===== src/rtl/utri_operand_sequencer.sv =====
// Generic synchronous FIFO with registered storage; the head entry drives the outputs.
// Latency: a pushed entry is visible at the head the cycle after the push.
// Backpressure: push is dropped when full unless a pop happens in the same cycle.
module sync_fifo #(
    parameter int W     = 8,
    parameter int DEPTH = 2
) (
    input  logic                         clk,
    input  logic                         rst_n,
    input  logic                         push_vld,
    input  logic [W-1:0]                 push_dat,
    input  logic                         pop_rdy,
    output logic                         head_vld,
    output logic [W-1:0]                 head_dat,
    output logic [$clog2(DEPTH+1)-1:0]   count
);
    localparam int PW = (DEPTH > 1) ? $clog2(DEPTH) : 1;
    localparam int CW = $clog2(DEPTH+1);

    logic [W-1:0]  mem [DEPTH];
    logic [PW-1:0] wr_ptr;
    logic [PW-1:0] rd_ptr;
    logic          do_push;
    logic          do_pop;

    assign head_vld = (count != '0);
    assign head_dat = mem[rd_ptr];
    assign do_pop   = pop_rdy && head_vld;
    assign do_push  = push_vld && ((count != CW'(DEPTH)) || do_pop);

    function automatic logic [PW-1:0] ptr_inc(input logic [PW-1:0] p);
        return (p == PW'(DEPTH-1)) ? '0 : p + PW'(1);
    endfunction

    always_ff @(posedge clk or negedge rst_n) begin
        if (!rst_n) begin
            for (int n = 0; n < DEPTH; n++) mem[n] <= '0;
            wr_ptr <= '0;
            rd_ptr <= '0;
            count  <= '0;
        end else begin
            if (do_push) begin
                mem[wr_ptr] <= push_dat;
                wr_ptr      <= ptr_inc(wr_ptr);
            end
            if (do_pop) rd_ptr <= ptr_inc(rd_ptr);
            if (do_push && !do_pop)      count <= count + CW'(1);
            else if (!do_push && do_pop) count <= count - CW'(1);
        end
    end
endmodule

// Streams non-zero operand pairs of an upper-triangular A*B with (i,j) tags and first/last marks.
// Latency: first beat valid 2 cycles after the first read (1 RAM cycle, 1 FIFO cycle).
// Backpressure: reads are credited against a 2-entry output FIFO; ready_in low stalls the stream.
module utri_operand_sequencer #(
    parameter int N  = 4,
    parameter int DW = 32,
    parameter int AW = (N*(N+1)/2 > 1) ? $clog2(N*(N+1)/2) : 1,
    parameter int IW = (N > 1) ? $clog2(N) : 1
) (
    input  logic          clk,
    input  logic          rst_n,
    input  logic          start,
    output logic          busy,
    output logic          done,
    output logic          a_rd_en,
    output logic [AW-1:0] a_rd_addr,
    input  logic [DW-1:0] a_rd_data,
    output logic          b_rd_en,
    output logic [AW-1:0] b_rd_addr,
    input  logic [DW-1:0] b_rd_data,
    output logic          valid_out,
    input  logic          ready_in,
    output logic [DW-1:0] data_a,
    output logic [DW-1:0] data_b,
    output logic          first,
    output logic          last,
    output logic [IW-1:0] out_row,
    output logic [IW-1:0] out_col
);
    typedef enum logic [1:0] {IDLE, ISSUE, DRAIN} state_t;

    typedef struct packed {
        logic          first;
        logic          last;
        logic [IW-1:0] row;
        logic [IW-1:0] col;
    } tag_t;

    typedef struct packed {
        logic [DW-1:0] a;
        logic [DW-1:0] b;
        tag_t          tag;
    } beat_t;

    state_t        state, state_nxt;
    logic [IW-1:0] i_idx, j_idx, k_idx;
    logic [AW-1:0] addr_a, addr_b, row_base;
    logic          issue_vld, last_issue, credit_ok, pop;
    logic          rd_inflight, done_nxt, done_q;
    tag_t          tag_nxt, tag_q;
    beat_t         push_beat, head;
    logic          head_vld;
    logic [1:0]    fifo_cnt;

    assign pop        = head_vld && ready_in;
    // A pop in this cycle frees a slot in time for the read issued now.
    assign credit_ok  = ({1'b0, fifo_cnt} + {2'b0, rd_inflight}) < (3'd2 + {2'b0, pop});
    assign last_issue = (i_idx == IW'(N-1)) && (j_idx == IW'(N-1)) && (k_idx == IW'(N-1));

    always_comb begin
        state_nxt = state;
        issue_vld = 1'b0;
        done_nxt  = 1'b0;
        case (state)
            IDLE:  if (start) state_nxt = ISSUE;
            ISSUE: if (credit_ok) begin
                issue_vld = 1'b1;
                if (last_issue) state_nxt = DRAIN;
            end
            DRAIN: if (!rd_inflight && (fifo_cnt == 2'd0 || (fifo_cnt == 2'd1 && pop))) begin
                state_nxt = IDLE;
                done_nxt  = 1'b1;
            end
            default: state_nxt = IDLE;
        endcase
    end

    always_ff @(posedge clk or negedge rst_n) begin
        if (!rst_n) begin
            state       <= IDLE;
            done_q      <= 1'b0;
            rd_inflight <= 1'b0;
            tag_q       <= '0;
        end else begin
            state       <= state_nxt;
            done_q      <= done_nxt;
            rd_inflight <= issue_vld;
            if (issue_vld) tag_q <= tag_nxt;
        end
    end

    // Incremental packed-address walk: k inner, then j, then i.
    always_ff @(posedge clk or negedge rst_n) begin
        if (!rst_n) begin
            i_idx    <= '0;
            j_idx    <= '0;
            k_idx    <= '0;
            addr_a   <= '0;
            addr_b   <= '0;
            row_base <= '0;
        end else if (issue_vld) begin
            if (k_idx != j_idx) begin
                k_idx  <= k_idx + IW'(1);
                addr_a <= addr_a + AW'(1);
                addr_b <= addr_b + AW'(N-1) - AW'(k_idx);
            end else if (j_idx != IW'(N-1)) begin
                j_idx  <= j_idx + IW'(1);
                k_idx  <= i_idx;
                addr_a <= row_base;
                addr_b <= row_base + AW'(j_idx) + AW'(1) - AW'(i_idx);
            end else if (i_idx != IW'(N-1)) begin
                i_idx    <= i_idx + IW'(1);
                j_idx    <= i_idx + IW'(1);
                k_idx    <= i_idx + IW'(1);
                row_base <= row_base + AW'(N) - AW'(i_idx);
                addr_a   <= row_base + AW'(N) - AW'(i_idx);
                addr_b   <= row_base + AW'(N) - AW'(i_idx);
            end else begin
                i_idx    <= '0;
                j_idx    <= '0;
                k_idx    <= '0;
                addr_a   <= '0;
                addr_b   <= '0;
                row_base <= '0;
            end
        end
    end

    assign tag_nxt.first = (k_idx == i_idx);
    assign tag_nxt.last  = (k_idx == j_idx);
    assign tag_nxt.row   = i_idx;
    assign tag_nxt.col   = j_idx;

    assign push_beat.a   = a_rd_data;
    assign push_beat.b   = b_rd_data;
    assign push_beat.tag = tag_q;

    sync_fifo #(
        .W     ($bits(beat_t)),
        .DEPTH (2)
    ) u_fifo (
        .clk      (clk),
        .rst_n    (rst_n),
        .push_vld (rd_inflight),
        .push_dat (push_beat),
        .pop_rdy  (ready_in),
        .head_vld (head_vld),
        .head_dat (head),
        .count    (fifo_cnt)
    );

    assign busy      = (state != IDLE);
    assign done      = done_q;
    assign a_rd_en   = issue_vld;
    assign b_rd_en   = issue_vld;
    assign a_rd_addr = addr_a;
    assign b_rd_addr = addr_b;
    assign valid_out = head_vld;
    assign data_a    = head.a;
    assign data_b    = head.b;
    assign first     = head.tag.first;
    assign last      = head.tag.last;
    assign out_row   = head.tag.row;
    assign out_col   = head.tag.col;
endmodule


===== config.mk =====
export PLATFORM = sky130hd
export DESIGN_NAME = utri_operand_sequencer
export DESIGN_NICKNAME = d
export VERILOG_FILES = /design/src/rtl/utri_operand_sequencer.sv
export SDC_FILE = /design/constraint.sdc
export NUM_CORES = 1
export LEC_CHECK = 0
export ABC_AREA = 1
export BUFFER_PORTS_ARGS = -buffer_cell sky130_fd_sc_hd__buf_2
export CORE_MARGIN = 1.5
export CORE_UTILIZATION = 45
export DETAILED_ROUTE_END_ITERATION = 8
export GPL_TIMING_DRIVEN = 0
export PLACE_DENSITY = 0.74
export SLEW_MARGIN = 25
export SYNTH_ARGS = -nofsm -noshare
export SYNTH_HDL_FRONTEND = slang
export SYNTH_HIERARCHICAL = 1
export SYNTH_SLANG_ARGS = --single-unit

===== constraint.sdc =====
create_clock -name clk -period 1.8 [get_ports clk]
set_input_delay 0.27 -clock clk [delete_from_list [all_inputs] [get_ports clk]]
set_output_delay 0.27 -clock clk [all_outputs]
set_load 0.01 [all_outputs]

==> metrics.log <==
INFO  metric chipWidth = 142 um
INFO  metric drt-vias-per-instance = 5.29
INFO  metric routedWlPerCell = 16.0 um
INFO  metric grt_setup_unrepaired = true
INFO  metric power_density = 2190 nW/um^2
INFO  metric period_needed = 1.97 ns
INFO  metric clock_tree.buffer_depth = 2
INFO  metric drt-pass1-iter-count = 5
INFO  metric clk-insertion-delay-late = 0.43 ns
INFO  metric number_of_top_level_pins = 151
INFO  metric seq_area_frac_synth = 49.6%
INFO  metric final_nets = 1391
INFO  metric regArea = 4310 um^2
INFO  metric fp.dieH = 142 um
INFO  metric placement_rows = 50
INFO  metric synth_enable_flop_cells = 0
INFO  metric hold_violations = 0
INFO  metric synth_top_family_by_area = simple AND/OR/NAND/NOR gates
INFO  metric ir_worst_vdd = 0.00136 V
INFO  metric number_of_instances_in_the_synthesized_netlist = 1093
INFO  metric clk_transition_reported_paths = 0.06 ns
INFO  metric area_of_the_die = 20100 um^2
INFO  metric timing.slew.headroom = 56.1%
INFO  metric crit_arrival = 1.70 ns
INFO  metric syn-num-nets = 1183
INFO  metric synthDistinctLibCells = 29
INFO  metric critical_path.reg2reg.startpoint = row_base[1]$_DFFE_PN0P_
INFO  metric min_period_over_period = 109%
INFO  metric setup-tns-final = -0.373 ns
INFO  metric failed_checks = setup timing
INFO  metric place_congestion = 0.851
INFO  metric grt_overflow_total = 0
INFO  metric grt_first_pass_wirelength = 38.8 mm
INFO  metric grt_start_max_net_pins = 89
INFO  metric cp-end-kind = output port
INFO  metric final_cell_mix = 492 x nand2_1, 166 x dfrtp_1, 157 x buf_2, 141 x nand4_1, 50 x buf_6
INFO  metric async_reset_ff_share = 100%
INFO  metric synth_compound_gate_area_share = 2.07%
INFO  metric nFillCells = 1602
INFO  metric final_max_slew_viols = 0
INFO  metric setup_viol_count_final = 4
INFO  metric place.port_buffers = 150
INFO  metric holdCritPathClass = in2reg
INFO  metric tritoncts_clock_tree = built
INFO  metric synth_mux_area_share = 0%
INFO  metric fmax = 509 MHz
INFO  metric gr-usage-all-layers = 24.3%
INFO  metric flow.area_growth_from_synthesis = 34.3%
INFO  metric startpoint_type = register
INFO  metric grt_pass1_vias = 7653
INFO  metric clock_skew = 0.00921 ns
INFO  metric synthFlopType = dfrtp_1
INFO  metric clock_tree.htree_level_count = 4
INFO  metric holdPathEnd = state[0]$_DFFE_PN0P_
INFO  metric synthAdderAreaFrac = 3.51%
INFO  metric rr_worst_depth = 12
INFO  metric vias = 8345
INFO  metric fraction_of_final_layout_cells_with_drive_strength_greater_than_1 = 31.1%
INFO  metric dp_hpwl = 16.0 mm
INFO  metric cts_made_buffers = 17
INFO  metric starting_density_of_the_core = 46.1%
INFO  metric synthesis.yosys.warnings = 6
INFO  metric timing.critical_path.fanout_max = 4
INFO  metric dpl_cell_area = 9800 um^2
INFO  metric postRouteWirelength = 25.3 mm
INFO  metric yosys.area_share.xor_xnor = 0.908%
INFO  metric rr_endpoint = b_rd_addr[3]$_DFFE_PN0N_
INFO  metric max_cap_violations = 0
INFO  metric hold_path_origin = start
INFO  metric post_synth_and_or_nand_nor_area_fraction = 36.9%
INFO  metric drc = 0
INFO  metric drt.antenna.violating_nets = 0
INFO  metric layout.core_utilization = 62.0%
INFO  metric run_status = complete, but fails checks
INFO  metric rrSetupSlack = -0.06 ns
INFO  metric syn-mean-instance-area = 7.95 um^2
INFO  metric multiInputGateArea = 4230 um^2
INFO  metric postSynthRegisterBits = 172
INFO  metric timing.final.ws_setup = -0.166 ns
INFO  metric required_time_of_the_worst_setup_path = 1.53 ns
INFO  metric static_leakage_power = 6.29 nW
INFO  metric mostFrequentLayoutCell = nand2_1
INFO  metric antenna_found_initial = 3
INFO  metric worstMarginPinSlew = 0.658 ns
INFO  metric cp_startpoint = u_fifo/count[0]$_DFFE_PN0P_
INFO  metric post-route-cell-area = 11700 um^2
INFO  metric drt_iter0_markers = 717
INFO  metric design.core.area = 18800 um^2
INFO  metric netlist_area = 8690 um^2
INFO  metric timing_worst_setup_path_type = reg2out
INFO  metric worstHoldPathCells = 3
INFO  metric tritoncts_num_sinks = 172
INFO  metric clock_root_buffer = clkbuf_16
cells by family after synthesis:
kind of cell,Yosys count
xor+xnor,9
compound gates,32
flops,172
simple gates,734
buf+inv,124
fa+ha+maj,22
flip-flops by register name, summed over array words and instances (netlist names):
signal         flops
u_fifo/mem       140
push_beat          6
a_rd_addr          4
b_rd_addr          4
row_base           4
i_idx              2
j_idx              2
k_idx              2
state              2
u_fifo/count       2
done               1
rd_inflight        1
u_fifo/rd_ptr      1
u_fifo/wr_ptr      1
area by class of cell:
| cell class | count | area share (%) |
|---|---|---|
| Antenna cell | 3 | 0.0643 |
| Buffer | 80 | 5.54 |
| Clock buffer | 17 | 3.65 |
| Clock inverter | 15 | 1.20 |
| Inverter | 44 | 1.71 |
| Multi-Input combinational cell | 798 | 36.3 |
| Sequential cell | 172 | 37.0 |
| Tap cell | 260 | 2.79 |
| Timing Repair Buffer | 186 | 11.5 |
| Timing Repair inverter | 2 | 0.311 |
layer usage:
layer / track usage, % / vias up / part of all wire, %
met3: 4.44 / 48 / 6.7
met4: 7.60 / 0 / 2.4
met1: 33.5 / 3964 / 41
li1: - / 3994 / -
met5: 0 / - / 0
met2: 39.3 / 339 / 50
through the flow:
| stage | hold slack [ns] | total power, W | worst slack, ns | cells |
|---|---|---|---|---|
| floorplan | -0.0256 | 0.0145 | 0.000717 | 1093 |
| finish | 0.0874 | 0.0255 | -0.166 | 1577 |
| global route | 0.0852 | 0.0274 | -0.239 | 1576 |
| detailed placement | 0.311 | 0.0183 | -0.218 | 1504 |
| CTS | 0.0691 | 0.0228 | -0.205 | 1548 |
| global placement | 0.438 | 0.0180 | -2.60 | 1503 |
Yosys cell counts, drive strengths merged, types with 3 or more instances:
cell type    n  area (um^2)
nor2         5         50.1
buf         58          363
inv         44          165
xor2         3         26.3
clkbuf      22         82.6
ha          18          225
a21oi        4         20.0
nand3       19          130
nand2      566         2130
dfrtp      172         4300
fa           4         80.1
o21ai       23          126
o22ai        4         25.0
xnor2        6         52.6
nand4      141          882
critical path, stage by stage (launching register included):
cell     delay, ns
dfrtp_2       0.44
ha_4          0.18
ha_4          0.27
o21ai_4       0.06
nand3_4       0.07
inv_4         0.04
buf_6         0.10
buf_6         0.11
power breakdown:
group | internal (W) | total, W | switching [W]
clock network | 0.00192 | 0.00353 | 0.00161
registers | 0.00575 | 0.00697 | 0.00122
logic | 0.00629 | 0.0150 | 0.00873
repair_timing:
| item | 4_1_cts | 5_1_grt |
|---|---|---|
| endpoints found under the hold margin | 84 | 0 |
| setup buffers | 11 | 15 |
| hold buffers | 1 | 0 |
| cloned | 0 | 12 |
| gates resized for setup | 75 | 191 |
| pin swaps | 15 | 47 |
| endpoints found under the setup margin | 81 | 81 |
worst max-delay path by stage:
| stage | end | slack (ns) | cells after the start |
|---|---|---|---|
| 2_1_floorplan | b_rd_addr[3]$_DFFE_PN0N_ | 0.0007 | 13 |
| 3_3_place_gp | row_base[1]$_DFFE_PN0P_ | -2.60 | 1 |
| 3_5_place_dp | b_rd_addr[3]$_DFFE_PN0N_ | -0.22 | 13 |
| 4_1_cts | b_rd_en | -0.21 | 7 |
| 5_1_grt | b_rd_en | -0.24 | 7 |
| 6_report | b_rd_en | -0.17 | 7 |
Note: power is estimated with default switching activity, not from simulation.
